$ cat config.mk
export PLATFORM = sky130hd
export DESIGN_NAME = morse_symbol_decoder_flat
export DESIGN_NICKNAME = d
export VERILOG_FILES = /design/src/rtl/morse_symbol_decoder_pkg.sv /design/src/rtl/morse_symbol_decoder_if.sv /design/src/rtl/morse_symbol_decoder_sat_counter.sv /design/src/rtl/morse_symbol_decoder.sv /design/src/flat_wrapper.sv
export SDC_FILE = /design/constraint.sdc
export NUM_CORES = 1
export LEC_CHECK = 0
export CELL_PAD_IN_SITES_DETAIL_PLACEMENT = 1
export CELL_PAD_IN_SITES_GLOBAL_PLACEMENT = 1
export CORE_ASPECT_RATIO = 0.9
export CORE_MARGIN = 4
export CORE_UTILIZATION = 38
export CTS_CLUSTER_DIAMETER = 80
export DETAILED_ROUTE_END_ITERATION = 10
export HOLD_SLACK_MARGIN = 0.15
export PLACE_DENSITY = 0.74
export SLEW_MARGIN = 40
export SYNTH_ARGS = -nofsm -noshare
export SYNTH_HDL_FRONTEND = slang
export SYNTH_HIERARCHICAL = 1
export SYNTH_SLANG_ARGS = --single-unit
export TNS_END_PERCENT = 10
$ cat constraint.sdc
create_clock -name clk -period 1.96 [get_ports clk]
set_input_delay 0.392 -clock clk [delete_from_list [all_inputs] [get_ports clk]]
set_output_delay 0.392 -clock clk [all_outputs]
set_load 0.01 [all_outputs]
$ cat src/rtl/morse_symbol_decoder_pkg.sv
// Shared definitions for the Morse symbol decoder.
//   state_t  : FSM encodings (IDLE, PRESS, GAP)
//   MAX_SYMS : symbols a single letter may hold before overflow
//   CODE_W   : width of the accumulated code
//   LEN_W    : width of the symbol count
package morse_defs;

    typedef enum logic [1:0] {
        IDLE  = 2'd0,
        PRESS = 2'd1,
        GAP   = 2'd2
    } state_t;

    localparam int MAX_SYMS = 5;
    localparam int CODE_W   = 5;
    localparam int LEN_W    = 3;

endpackage

$ cat src/rtl/morse_symbol_decoder_if.sv
// Key-side inputs and symbol/letter outputs of the Morse symbol decoder.
//   tick, key                        : driven by the key conditioning side
//   sym_valid, sym_dash              : per-symbol result
//   code, len, err, letter_valid     : per-letter result
// Modports: master drives tick/key and observes results; slave is the decoder.
interface morse_symbol_decoder_if;
    import morse_defs::*;

    logic              tick;
    logic              key;
    logic              sym_valid;
    logic              sym_dash;
    logic [CODE_W-1:0] code;
    logic [LEN_W-1:0]  len;
    logic              letter_valid;
    logic              err;

    modport master (
        output tick, key,
        input  sym_valid, sym_dash, code, len, letter_valid, err
    );

    modport slave (
        input  tick, key,
        output sym_valid, sym_dash, code, len, letter_valid, err
    );

endinterface

$ cat src/rtl/morse_symbol_decoder_sat_counter.sv
// Saturating up-counter used to time key presses and gaps.
//   clk, reset_n : clock and asynchronous active-low reset
//   clear        : synchronous clear, takes priority over en
//   en           : count enable; the count holds once it reaches all-ones
//   count        : current count
module sat_counter #(
    parameter int CNT_W = 8
) (
    input  logic             clk,
    input  logic             reset_n,
    input  logic             clear,
    input  logic             en,
    output logic [CNT_W-1:0] count
);

    logic [CNT_W-1:0] count_reg;
    logic [CNT_W-1:0] count_next;

    always_comb begin
        count_next = count_reg;
        if (clear) begin
            count_next = '0;
        end else if (en && (count_reg != {CNT_W{1'b1}})) begin
            count_next = count_reg + CNT_W'(1);
        end
    end

    always_ff @(posedge clk or negedge reset_n) begin
        if (!reset_n) begin
            count_reg <= '0;
        end else begin
            count_reg <= count_next;
        end
    end

    assign count = count_reg;

endmodule

$ cat src/rtl/morse_symbol_decoder.sv
// Morse symbol decoder: times key presses and gaps in units of tick,
// classifies presses as dot/dash, accumulates up to MAX_SYMS symbols and
// emits the letter after a LETTER_GAP-tick release.
//   clk, reset_n : clock and asynchronous active-low reset
//   bus (slave)  : tick/key in; sym_valid, sym_dash, code, len,
//                  letter_valid, err out (all registered)
module morse_symbol_decoder
    import morse_defs::*;
#(
    parameter int DOT_MAX    = 20,
    parameter int LETTER_GAP = 30,
    parameter int CNT_W      = 8
) (
    input  logic                   clk,
    input  logic                   reset_n,
    morse_symbol_decoder_if.slave  bus
);

    localparam logic [CNT_W-1:0] DOT_MAX_C  = CNT_W'(DOT_MAX);
    // Count value at which one more gap tick closes the letter.
    localparam logic [CNT_W-1:0] GAP_LAST_C = CNT_W'(LETTER_GAP - 1);
    localparam logic [LEN_W-1:0] MAX_LEN_C  = LEN_W'(MAX_SYMS);

    state_t            state_reg, state_next;
    logic              sym_valid_reg, sym_valid_next;
    logic              sym_dash_reg, sym_dash_next;
    logic              letter_valid_reg, letter_valid_next;
    logic [CODE_W-1:0] code_reg, code_next;
    logic [LEN_W-1:0]  len_reg, len_next;
    logic              err_reg, err_next;

    logic              cnt_clear;
    logic              cnt_en;
    logic [CNT_W-1:0]  cnt;
    logic              sym_fire;
    logic              is_dash;

    sat_counter #(.CNT_W(CNT_W)) u_dur_cnt (
        .clk     (clk),
        .reset_n (reset_n),
        .clear   (cnt_clear),
        .en      (cnt_en),
        .count   (cnt)
    );

    assign is_dash = (cnt > DOT_MAX_C);

    // FSM next state and counter control.
    always_comb begin
        state_next        = state_reg;
        cnt_clear         = 1'b0;
        cnt_en            = 1'b0;
        sym_fire          = 1'b0;
        letter_valid_next = 1'b0;
        case (state_reg)
            IDLE: begin
                if (bus.key) begin
                    cnt_clear  = 1'b1;
                    state_next = PRESS;
                end
            end
            PRESS: begin
                if (!bus.key) begin
                    // A tick in the release cycle is dropped: clear wins.
                    sym_fire   = 1'b1;
                    cnt_clear  = 1'b1;
                    state_next = GAP;
                end else begin
                    cnt_en = bus.tick;
                end
            end
            GAP: begin
                // A new press beats a coincident closing tick.
                if (bus.key) begin
                    cnt_clear  = 1'b1;
                    state_next = PRESS;
                end else if (bus.tick) begin
                    cnt_en = 1'b1;
                    if (cnt == GAP_LAST_C) begin
                        letter_valid_next = 1'b1;
                        cnt_clear         = 1'b1;
                        state_next        = IDLE;
                    end
                end
            end
            default: begin
                state_next = IDLE;
            end
        endcase
    end

    // Symbol accumulation. The letter fields are cleared one cycle after
    // letter_valid is raised so they are held during the pulse; the FSM is
    // in IDLE then, so no symbol can collide with the clear.
    always_comb begin
        sym_valid_next = sym_fire;
        sym_dash_next  = sym_dash_reg;
        code_next      = code_reg;
        len_next       = len_reg;
        err_next       = err_reg;
        if (letter_valid_reg) begin
            code_next = '0;
            len_next  = '0;
            err_next  = 1'b0;
        end else if (sym_fire) begin
            sym_dash_next = is_dash;
            if (len_reg < MAX_LEN_C) begin
                code_next = {code_reg[CODE_W-2:0], is_dash};
                len_next  = len_reg + LEN_W'(1);
            end else begin
                err_next = 1'b1;
            end
        end
    end

    always_ff @(posedge clk or negedge reset_n) begin
        if (!reset_n) begin
            state_reg        <= IDLE;
            sym_valid_reg    <= 1'b0;
            sym_dash_reg     <= 1'b0;
            letter_valid_reg <= 1'b0;
            code_reg         <= '0;
            len_reg          <= '0;
            err_reg          <= 1'b0;
        end else begin
            state_reg        <= state_next;
            sym_valid_reg    <= sym_valid_next;
            sym_dash_reg     <= sym_dash_next;
            letter_valid_reg <= letter_valid_next;
            code_reg         <= code_next;
            len_reg          <= len_next;
            err_reg          <= err_next;
        end
    end

    assign bus.sym_valid    = sym_valid_reg;
    assign bus.sym_dash     = sym_dash_reg;
    assign bus.letter_valid = letter_valid_reg;
    assign bus.code         = code_reg;
    assign bus.len          = len_reg;
    assign bus.err          = err_reg;

endmodule
$ cat src/flat_wrapper.sv
// flat-port wrapper written by rule: the top's interface ports become plain ports
module morse_symbol_decoder_flat import morse_defs::*;
#(
    parameter int DOT_MAX    = 20,
    parameter int LETTER_GAP = 30,
    parameter int CNT_W      = 8
)
  (clk, reset_n, bus_tick, bus_key, bus_sym_valid, bus_sym_dash, bus_code, bus_len, bus_letter_valid, bus_err);
  morse_symbol_decoder_if bus_i ();
  input  logic clk;
  input  logic reset_n;
  input wire logic [$bits(bus_i.tick)-1:0] bus_tick;
  input wire logic [$bits(bus_i.key)-1:0] bus_key;
  output wire logic [$bits(bus_i.sym_valid)-1:0] bus_sym_valid;
  output wire logic [$bits(bus_i.sym_dash)-1:0] bus_sym_dash;
  output wire logic [$bits(bus_i.code)-1:0] bus_code;
  output wire logic [$bits(bus_i.len)-1:0] bus_len;
  output wire logic [$bits(bus_i.letter_valid)-1:0] bus_letter_valid;
  output wire logic [$bits(bus_i.err)-1:0] bus_err;
  assign bus_i.tick = bus_tick;
  assign bus_i.key = bus_key;
  assign bus_sym_valid = bus_i.sym_valid;
  assign bus_sym_dash = bus_i.sym_dash;
  assign bus_code = bus_i.code;
  assign bus_len = bus_i.len;
  assign bus_letter_valid = bus_i.letter_valid;
  assign bus_err = bus_i.err;
  morse_symbol_decoder #(.DOT_MAX(DOT_MAX), .LETTER_GAP(LETTER_GAP), .CNT_W(CNT_W)) u_core (.clk(clk), .reset_n(reset_n), .bus(bus_i));
endmodule
==> impl_results.md <==
- Run status: finished, final reports clean
- Area of the multi-input gates: roughly 620 um^2
- Syn. warnings: 6
- Syn Inst Count: between 100 and 150
- Fin util: a little over half
- Post-DR vias/cell: 5.484
- CTS tree: built
- Core ar.: a little over 3000 um^2
- NumNets Final: 160
- Layout area overhead: 32.67%
- # hold bufs at CTS: 0
- Largest net degree at the start of global routing: 23
- Most common cell after layout, fill and taps aside: dfrtp_1
- Number of global-route vias before repair: 1,080
- # placed instances: 186
- Die extent in y: a little over 60 um
- Maximum fanout along the worst path: 7
- Top Usage Layer GRT: met2
- Grt met1 use: 19.06%
- Input/output buffers: 15
- Layout cells sized above 1: roughly 22%
- # clock sinks: 22
- Worst slew pin tran: just over 0.3 ns
- Crit path launch type: register
- Seq/Total Area, Yosys: between 40% and 50%
- Total number of vias: roughly 1,000
- WS Path Type: register to register
- Synth Cell Area: roughly 1200 um^2
- Clk root buf: clkbuf_4
- Antenna cells: 0
- DR DRC count: 0
- GRT met3 Usage: about 4.4%
- Starting Density: 39.27%
- Crit-path cells: or3_4 -> nor4_4 -> o21ai_1 -> a21oi_1 -> buf_4 -> nor2_1 -> mux2_2
- Wirelength per Cell: roughly 15 um
- Register Area: 551.8 um^2
- Clk_lat worst skew: a little over 0.3 ns
- Peak VDD IR: about 0.00048 V
- CP startpoint: u_core/u_dur_cnt/count[7]
- Slew HR: around four fifths
- Adder-Cell Fraction of Synth Area: about 7.3%
- Detail Route Antenna Nets: 0
- Post-synthesis mux area share: between 5 and 6%
- Max-cap check violation count: 0
- GPL Wtd Cong: 0.8445
- Die area: a little over 4000 um^2
- Reg2Reg Launch Point: u_core/u_dur_cnt/count[7]
- Post-synthesis simple-gate area fraction: 20.63%
- Final Cycle Share: roughly 96%
- Rows: 19
- Drt first pass iters: 4
- Tmin final: about 1.9 ns
- Fillers: approximately 350
- TritonCTS Buffers: 3
- GR met2 Demand/Resource: a little under 30%
- Final hold vios: 0
- Synth Register Bits: 22
- Tot GR Track Use: 16.07%
- Non-Filler Instances: between 150 and 200
- Setup bufs post-CTS: 0
- # setup viols final: 0
- Main combinational cell family by area after synthesis: simple AND/OR/NAND/NOR gates
- Unrepaired setup endpoints after global routing: true
- DPL Wire Length: 2.241 mm
- Worst EP arrival: approximately 2.1 ns
- Horiz. Die Dim: between 60 and 70 um
- Setup WS pre-CTS: -0.2488 ns
- Most frequent cells in the layout: 21 x dfrtp_1, 17 x buf_4, 15 x clkdlybuf4s50_1
- Clock buffer depth: 2
- H-tree depth: 1
- Worst stage delay on the critical path: ~0.4 ns
- Synth Area in Compound Gates: between 10% and 20%
- Final setup margin: around 0.08 ns
- Max FFs per register: 8
- Clock Skew: about 0.0039 ns
- Crit path required time: about 2.2 ns
- Clock slew at reported path FFs: approximately 0.13 ns
- First DRT Iteration DRCs: 22
- Post-Synth XOR/XNOR Area: 0%
- CP max stage cell: or3_4
- Synth unique cells: 36
- Remaining Overflow, GRT: 0
- Hold WC Path Type: input port to asynchronous set/reset pin
- Crit end category: register
- IO Count: 16
- Power per Cell Area: approximately 1100 nW/um^2
- First-pass GRT wire length: 4.940 mm
- Net Count, Synth: 125
- Lkg Pwr: approximately 0.70 nW
- Avg Inst Size Synth: 10.48 um^2
- Antenna violations before repair: 0
- Max Fclk: 531.5 MHz
- WL final: slightly below 3 mm
- Final slew viol count: 0
-- routing by layer --
metal / up-vias / wire length [um]
li1: 487 / -
met1: 535 / 1253
met2: 18 / 1501
met3: 2 / 115
met4: 0 / 16
met5: - / 0
-- worst max-delay path: cells and delay by family, from the launching register on --
kind / cells / cell delay [ns]
compound gates: 2 / 0.29
flops: 1 / 0.40
buf+inv: 1 / 0.17
mux: 1 / 0.26
simple gates: 3 / 0.66
-- stage by stage --
step | TNS, ns | total power [mW] | instance area [um^2] | hold WS, ns
after floorplan | 0 | 1.063 | 1196 | 0.09641
after global placement | -0.8851 | 1.399 | 1516 | 0.4886
after detailed placement | -1.820 | 1.451 | 1516 | 0.5122
after CTS | 0 | 1.805 | 1570 | 0.4281
after global routing | -0.03405 | 1.911 | 1585 | 0.4479
final | 0 | 1.786 | 1585 | 0.4175
-- synthesized netlist by cell type, drive strengths merged --
master	instances	area, um^2
nand3	3	20.02
a2111oi	1	8.760
inv	7	26.28
o21a	2	15.01
and4	2	18.77
buf	1	5.000
nand2b	6	37.54
ha	7	87.58
a21boi	1	7.510
nor2b	4	25.02
mux2i	1	10.01
nor2	7	26.28
a31oi	1	6.260
or3	2	17.52
nand4	2	12.51
and3	1	6.260
o221ai	1	15.01
mux2	5	56.30
dfrtp	22	550.5
o21ai	4	20.02
a41oi	1	8.760
a21oi	10	50.05
clkbuf	1	3.750
nor4	2	27.53
a211o	1	8.760
nor3b	2	15.01
a311oi	1	8.760
a22o	6	52.55
a211oi	1	7.510
nand2	4	15.01
nor3	5	25.02
-- cell families (layout without fill, tap and decap cells) --
group / count (synthesis) / in the layout
DFF: 22 / 22
and+or+nand+nor: 40 / 40
AOI/OAI and AO/OA: 30 / 30
adders and majority gates: 7 / 7
buffers and inverters: 9 / 43
muxes: 6 / 6
-- report_power, final --
group          internal (mW)  switching (mW)
clock                  0.207           0.144
sequential             0.553           0.107
combinational          0.412           0.362
-- area by class of cell --
cell class | count | share of cell area [%]
Clock inverter | 1 | 1.894
Tap cell | 42 | 3.315
Clock buffer | 3 | 1.421
Multi-Input combinational cell | 83 | 39.38
Inverter | 7 | 1.657
Sequential cell | 22 | 34.81
Timing Repair Buffer | 32 | 17.52
-- final timing paths --
check / end / slack, ns / cells after the start
worst max-delay path: u_core/u_dur_cnt/count[0] / 0.08 / 7
worst min-delay path: u_core/bus.len[2] / 0.42 / 2
worst max register to register: u_core/u_dur_cnt/count[0] / 0.08 / 7
worst min register to register: u_core/bus.err / 0.53 / 2
max in group asynchronous: u_core/u_dur_cnt/count[2] / 1.29 / 2
min in group clk: u_core/bus.err / 0.53 / 2
-- what timing repair did --
item | 4_1_cts | 5_1_grt
pin swaps | 1 | 0
endpoints found under the setup margin | 3 | 4
gates resized for setup | 1 | 5
hold endpoints to repair | 0 | 0
Note: power is estimated with default switching activity, not from simulation.
